**src/rtl/led_p2s_tx.sv**
```systemverilog
`default_nettype none
// +----------------------------------------------------------------------------+
// | led_p2s_tx : parallel-to-serial driver for an external 74HC164-style LED    |
// |              chain with output latch; one MSB-first frame per start.        |
// | Option macro: LED_P2S_INVERT_EN (active-low LEDs, idle sdata level 1).      |
// | Revision: 1.0                                                              |
// +----------------------------------------------------------------------------+
module led_p2s_tx #(
   parameter int DATA_WIDTH = 16,
   parameter int CLK_DIV    = 2
) (
   input  logic                  clk,
   input  logic                  rst_n,
   input  logic                  start,
   input  logic [DATA_WIDTH-1:0] data,
   output logic                  sclk,
   output logic                  sdata,
   output logic                  sclr_n,
   output logic                  sen,
   output logic                  busy,
   output logic                  done
);

   localparam int c_div_w = $clog2(CLK_DIV) + 1;
   localparam int c_bit_w = $clog2(DATA_WIDTH) + 1;
   localparam logic [c_div_w-1:0] c_div_last = c_div_w'(CLK_DIV - 1);
   localparam logic [c_bit_w-1:0] c_bit_last = c_bit_w'(DATA_WIDTH - 1);

`ifdef LED_P2S_INVERT_EN
   localparam logic c_idle_level = 1'b1;
`else
   localparam logic c_idle_level = 1'b0;
`endif

   localparam logic [1:0] c_st_idle  = 2'd0;
   localparam logic [1:0] c_st_shift = 2'd1;
   localparam logic [1:0] c_st_latch = 2'd2;
   localparam logic [1:0] c_st_done  = 2'd3;

   logic [1:0]            r_state;
   logic [1:0]            w_next_state;
   logic [DATA_WIDTH-1:0] r_shreg;
   logic [c_bit_w-1:0]    r_bitcnt;
   logic [c_div_w-1:0]    r_divcnt;
   logic                  r_sclk;
   logic                  r_sclr_n;
   logic                  w_div_wrap;
   logic                  w_sclk_fall;

   assign w_div_wrap  = (r_divcnt == c_div_last);
   assign w_sclk_fall = w_div_wrap & r_sclk;

   always_ff @(posedge clk or negedge rst_n) begin
      if (!rst_n) begin
         r_state <= c_st_idle;
      end else begin
         r_state <= w_next_state;
      end
   end

   always_comb begin
      w_next_state = r_state;
      case (r_state)
         c_st_idle:  if (start) w_next_state = c_st_shift;
         c_st_shift: if (w_sclk_fall && (r_bitcnt == c_bit_last)) w_next_state = c_st_latch;
         c_st_latch: if (w_div_wrap) w_next_state = c_st_done;
         c_st_done:  w_next_state = c_st_idle;
         default:    w_next_state = c_st_idle;
      endcase
   end

   // Datapath: divider, bit counter, shift register and serial clock.
   always_ff @(posedge clk or negedge rst_n) begin
      if (!rst_n) begin
         r_shreg  <= '0;
         r_bitcnt <= '0;
         r_divcnt <= '0;
         r_sclk   <= 1'b0;
         r_sclr_n <= 1'b0;
      end else begin
         r_sclr_n <= 1'b1;
         case (r_state)
            c_st_idle: begin
               if (start) begin
                  r_shreg  <= data;
                  r_bitcnt <= '0;
                  r_divcnt <= '0;
                  r_sclk   <= 1'b0;
               end
            end
            c_st_shift: begin
               if (w_div_wrap) begin
                  r_divcnt <= '0;
                  r_sclk   <= ~r_sclk;
                  if (r_sclk) begin
                     r_shreg  <= {r_shreg[DATA_WIDTH-2:0], 1'b0};
                     r_bitcnt <= r_bitcnt + 1'b1;
                  end
               end else begin
                  r_divcnt <= r_divcnt + 1'b1;
               end
            end
            c_st_latch: begin
               r_sclk   <= 1'b0;
               r_divcnt <= w_div_wrap ? '0 : r_divcnt + 1'b1;
            end
            default: begin
               r_sclk <= 1'b0;
            end
         endcase
      end
   end

   // sdata follows the shift-register MSB only while shifting; it sits at the
   // idle level everywhere else, including the latch pulse and reset.
   always_comb begin
      sclk   = r_sclk;
      sclr_n = r_sclr_n;
      sdata  = c_idle_level;
      sen    = 1'b0;
      busy   = 1'b0;
      done   = 1'b0;
      case (r_state)
         c_st_shift: begin
            busy  = 1'b1;
            sdata = r_shreg[DATA_WIDTH-1] ^ c_idle_level;
         end
         c_st_latch: begin
            busy = 1'b1;
            sen  = 1'b1;
         end
         c_st_done: begin
            done = 1'b1;
         end
         default: begin
            busy = 1'b0;
         end
      endcase
   end

endmodule
`default_nettype wire
```
**config.mk**
```make
export PLATFORM = sky130hd
export DESIGN_NAME = led_p2s_tx
export DESIGN_NICKNAME = d
export VERILOG_FILES = /design/src/rtl/led_p2s_tx.sv
export SDC_FILE = /design/constraint.sdc
export NUM_CORES = 1
export LEC_CHECK = 0
export CORE_MARGIN = 4
export CORE_UTILIZATION = 50
export CTS_CLUSTER_DIAMETER = 50
export DETAILED_ROUTE_END_ITERATION = 8
export GPL_TIMING_DRIVEN = 0
export PLACE_DENSITY = 0.79
export SLEW_MARGIN = 30
export SYNTH_ARGS = -nofsm -noshare
export SYNTH_HDL_FRONTEND = slang
export SYNTH_SLANG_ARGS = --single-unit
export TNS_END_PERCENT = 30
```
**constraint.sdc**
```tcl
create_clock -name clk -period 2.15 [get_ports clk]
set_input_delay 0.43 -clock clk [delete_from_list [all_inputs] [get_ports clk]]
set_output_delay 0.43 -clock clk [all_outputs]
set_load 0.02 [all_outputs]
```
==> results of run 1 <==
## layout by cell type, fill, tap and decap left out, types with 5 or more instances in the layout
master           Yosys  layout
o22ai_1             10      10
clkdlybuf4s50_1      0      20
a21oi_1              7       7
dfrtp_1             27      27
ha_1                 6       6
inv_1                5       5
nor2_1              25      25
mux2i_1              9       9
## cell usage after synthesis, drive strengths merged, types with 2 or more instances
cell    number  area share, %
a21oi        8            3.3
a22o         2            1.3
and3         2           0.95
buf          5            2.3
dfrtp       27             51
ha           6            5.7
inv          5            1.4
mux2i        9            6.9
nand2        2           0.57
nand2b       3            1.4
nand3        3            1.1
nand3b       3            1.7
nor2        25            7.1
nor2b        2           0.95
o21ai        2           0.76
o22ai       10            4.8
## worst register-to-register path, delay by kind of cell (launching register included)
family                     cells  cell delay, ns
buffers and inverters          3            0.54
adders and majority gates      1            0.19
DFF                            1            0.43
muxes                          2            0.26
AOI/OAI and AO/OA              1            0.33
## kinds of logic after synthesis
kind of cell	synth area share (%)
mux	7.71
fa+ha+maj	5.71
simple gates	16.7
buf+inv	4.00
flops	51.4
other cells	0.285
compound gates	14.2
## power by group
group	switching [uW]	total, uW	internal [uW]
registers	122	810	688
clock network	150	221	71.2
logic	579	1080	500
total	850	2110	1260
## area by class of cell
type / count / area (sq um) / area share (%)
timing repair buffer: 24 / 231 / 14.2
sequential: 27 / 676 / 41.5
tap: 30 / 37.5 / 2.30
buffer: 6 / 50.0 / 3.07
multi-input combinational: 90 / 586 / 35.9
clock inverter: 1 / 7.51 / 0.461
inverter: 5 / 18.8 / 1.15
clock buffer: 3 / 22.5 / 1.38
## sequential cells by signal (all words and copies together), names as in the netlist
register	cells
sclk	1
r_shreg	16
sclr_n	1
r_bitcnt	5
r_divcnt	2
r_state	2
## per-stage QoR
| stage | util [%] | cell area (sq um) | instances | hold slack, ns | setup slack [ns] |
|---|---|---|---|---|---|
| 5_1_grt | 65.2 | 1630 | 186 | 0.0910 | 0.00962 |
| 4_1_cts | 65.2 | 1630 | 186 | 0.0922 | 0.00829 |
| 3_5_place_dp | 63.5 | 1590 | 182 | 0.459 | -0.129 |
| 3_3_place_gp | 63.7 | 1590 | 182 | 0.488 | -0.0913 |
| 2_1_floorplan | - | 1310 | 128 | 0.134 | 0.501 |
| 6_report | 65.2 | 1630 | 186 | 0.0712 | 0.130 |
## worst paths after layout
path                                   from     endpoint  slack [ns]  cells past startpoint
worst max register to register   r_state[0]  r_bitcnt[0]        0.29                      7
worst max-delay path             r_state[1]        sdata        0.13                      6
max in group asynchronous             rst_n         sclk        1.71                      1
min in group clk                r_bitcnt[2]  r_bitcnt[2]        0.53                      1
worst min register to register  r_bitcnt[2]  r_bitcnt[2]        0.53                      1
worst min-delay path                  rst_n   r_shreg[3]        0.07                      1
## per-layer routing
metal | up-vias | share of wire (%) | track usage (%)
met4 | 0 | 0.80 | 2.91
met1 | 475 | 45 | 20.9
met2 | 21 | 48 | 25.7
li1 | 507 | - | -
met5 | - | 0 | 0
met3 | 5 | 5.8 | 3.92
==> results.toml, run 1 <==
[outcome]
outcome = "finished, final reports clean"

[clock_network]
hold_buffers = 0
clk_latency_ns = 0.32
cts_tree = "built"
ctsResizeCount = 8
numCtsBuffers = 3
h-tree-depth = 1
post_cts_buffers = 0
clk_pin_slew_ns = 0.14
clock_path_buffers = 2
cts-root-buf = "clkbuf_4"
cts.sinks = 27

[worst_setup_path]
crit_family = "buffers and inverters"
path_class = "reg -> out"
worst_ep_required_time_ns = 1.72
cp_slowest_cell = "dfrtp_1"
cp_data_arrival_time_ns = 1.59
endpoint_kind = "output port"
cp-start-kind = "flop"
critPathMaxStageDelay_ns = 0.44
worstPathCellList = "inv_1, ha_1, buf_6, buf_8, and2_1, buf_2"
cp_num_buf_inv = 4
path_max_fanout = 10

[placed_design]
place_hpwl_mm = 1.88
finalWeightedCongestion = 0.852
port_buffers = 24

[routing]
route.vias.total = 1008
ant_nets = 0
wl_mm = 2.49
detail_route.vias_per_cell = 5.42
wl_per_cell_um = 13.4
dr.pass1.iters = 4
drc = 0
drtIter0Drc = 25

[sta]
final-setup-viol-count = 0
tightest_slew_ns = 0.571
hold_viol_final = 0
fmax_ghz = 0.495
post-route-period-util_pct = 94.0
period_needed_ns = 2.02
rsz0062_at_grt = "no"
slew_viol_final = 0
fin_skew_ns = 0.00115
relSlewSlack_pct = 62.0
setup_tns_ns = 0

[final_layout]
area.growth.synth_to_final_pct = 24.0
final_layout_size_suffix_gt1_share_pct = 8.97
fin_nets = 182
num-fill-cells = 205
insertedDiodeCount = 0

[global_route]
grt_pass1_vias = 961
grt_pass1_wl_mm = 4.19
gr-total-overflow = 0
grt_usage_pct = 15.6
antenna_found_initial = 0
grt_max_degree = 28

[logic_synthesis]
synth_area_per_cell_sq_um = 10.3
yosysSeqAreaShare_pct = 51.4
netlist_area_sq_um = 1310
synthesis.nets = 153
synth_cell_type_count = 32
synthArstFlopShare_pct = 100
syn_inst = 128
synth_seq_cells = 27
yosysWarnings = 0
ys.flop_type = "dfrtp_1"
synth_edf_count = 0

[flow_run]
max_cap_violations = 0

[min_path]
min_path_type = "in -> async"

[floorplan]
fp.dieArea_sq_um = 3510
row_count = 18
initial_core_util_pct = 52.6
ios = 25
core_sq_um = 2500
die_h_um = 59.3
die_x_um = 59.3

[pwr]
p_total_uw = 2110
cellLeakagePower_uw = 0.000709
peakVddDrop_uv = 913
power_density_nw_per_um2 = 1290
Note: power is estimated with default switching activity, not from simulation.
==> run 2: changes to the inputs <==
- CELL_PAD_IN_SITES_DETAIL_PLACEMENT: unset -> 1
- CELL_PAD_IN_SITES_GLOBAL_PLACEMENT: unset -> 1
- CORE_UTILIZATION: 50 -> 39
- PLACE_DENSITY: 0.79 -> 0.8
- SETUP_SLACK_MARGIN: unset -> 0.5
==> run 2 against run 1 <==
  * Clock skew rose by 0.0053 ns
  * First-iteration DRC count increased by 100%
  * Core utilization shrank 7.8 points
  * Clock power rose by 2%
  * Flip-flop and latch count is the same
  * Largest cell class unchanged
==> results.toml, run 2 (synthesis gave the netlist of run 1 again) <==
[worst_setup_path]
cp_slowest_cell = "dfrtp_1"
path_class = "reg -> out"
critPathMaxStageDelay_ns = 0.46
r2r_slack_ns = 0.39
cp-start-kind = "flop"
cp_num_buf_inv = 3
endpoint_kind = "output port"
cp_data_arrival_time_ns = 1.44
r2r_cells = 6
cp.depth = 5
crit_path_frequent_cell = "buf_6"
worstPathCellList = "ha_2, buf_6, buf_8, and2_4, buf_6"
path_max_fanout = 4
crit_family = "flip-flops"
worst_ep_required_time_ns = 1.72

[sta]
fin_skew_ns = 0.00643
setup_tns_ns = 0
slew_viol_final = 0
relSlewSlack_pct = 58.3
tightest_slew_ns = 0.625
post-route-period-util_pct = 87.1
hold_ws_ns = 0.0931
fmax_ghz = 0.534
final-setup-viol-count = 0
rsz0062_at_grt = "yes"
finalWorstSetupSlack_ns = 0.278
hold_viol_final = 0
period_needed_ns = 1.87

[final_layout]
insertedDiodeCount = 0
final_layout_size_suffix_gt1_share_pct = 21.8
area.growth.synth_to_final_pct = 36.6
final_util_pct = 57.4
layout_common_cells = "dfrtp_1, nor2_1, clkdlybuf4s50_1"
layout_commonest_cell = "dfrtp_1"
top_register = "r_shreg"
reg_top3 = "r_shreg: 16 flops, r_bitcnt: 5 flops"
design_area_sq_um = 1790
largest_reg_flops = 16
fin_nets = 191

[clock_network]
cts-root-buf = "clkbuf_4"
h-tree-depth = 1
clock_path_buffers = 2
clk_latency_ns = 0.32
cts.sinks = 27
numCtsBuffers = 3
clk_pin_slew_ns = 0.16
cts_tree = "built"

[floorplan]
fp.dieArea_sq_um = 4360
row_count = 20
core_sq_um = 3130
ios = 25
die_h_um = 66.0
initial_core_util_pct = 42.0
die_x_um = 66.0

[global_route]
grt_usage_pct = 16.7
grt_max_degree = 28
grt_pass1_wl_mm = 5.58
antenna_found_initial = 0
gr-total-overflow = 0
grt_pass1_vias = 1172

[pwr]
cellLeakagePower_uw = 0.000786
peakVddDrop_uv = 508
power_density_nw_per_um2 = 1370

[placed_design]
port_buffers = 24
dp_slack_ns = -0.184
place_area_sq_um = 1600
finalWeightedCongestion = 0.753
place_hpwl_mm = 2.26

[outcome]
outcome = "finished, final reports clean"

[min_path]
min_path_type = "in -> async"

[routing]
drc = 0
ant_nets = 0
wl_per_cell_um = 16.2
detail_route.vias_per_cell = 5.17
drtIter0Drc = 51
wl_mm = 3.39
dr.pass1.iters = 2
route.vias.total = 1080

[flow_run]
max_cap_violations = 0
run 2: changes by cell type in the layout (fill, tap and decap cells not counted), sizes merged:
cell / previous run / this run
clkinv: 0 / 1
dlygate4sd2: 1 / 0
clkinvlp: 1 / 0
clkdlybuf4s50: 20 / 18
buf: 7 / 20
clkbuf: 4 / 3
run 2: routing by layer:
metal / routed length (um) / track usage [%]
met3: 114 / 2.72
met2: 1880 / 31.9
met1: 1380 / 19.4
met5: 0 / 0
met4: 17 / 3.81
run 2: what timing repair did:
action | in CTS | in global routing
pin swaps | 1 | 2
hold buffers | 0 | 0
resized for setup | 39 | 11
gates cloned | 0 | 1
setup endpoints to repair | 29 | 30
setup buffers | 4 | 4
run 2: metrics by stage:
stage | power [uW] | cells
6_report | 2460 | 209
2_1_floorplan | 1570 | 128
3_3_place_gp | 1860 | 196
5_1_grt | 2660 | 209
3_5_place_dp | 1910 | 196
4_1_cts | 2330 | 204
run 2: area by class of cell:
type                            count  area (sq um)
Buffer                              6          61.3
Clock buffer                        3          22.5
Clock inverter                      1          5.00
Fill cell                         355          1330
Inverter                            5          18.8
Multi-Input combinational cell     90           642
Sequential cell                    27           676
Tap cell                           44          55.1
Timing Repair Buffer               33           314
run 2: worst paths after layout:
check,from,to
setup / recovery,r_state[0],sdata
hold / removal,rst_n,r_divcnt[0]
setup reg to reg,r_state[0],r_state[1]
hold reg to reg,r_bitcnt[2],r_bitcnt[2]
max in group asynchronous,rst_n,r_shreg[8]
min in group clk,r_bitcnt[2],r_bitcnt[2]
run 2: power breakdown:
part	leakage (uW)	switching [uW]	total, uW	internal, uW
logic	0.000456	698	1420	723
clock network	0.0000177	157	226	69.7
registers	0.000313	128	817	688
total	0.000786	984	2460	1480
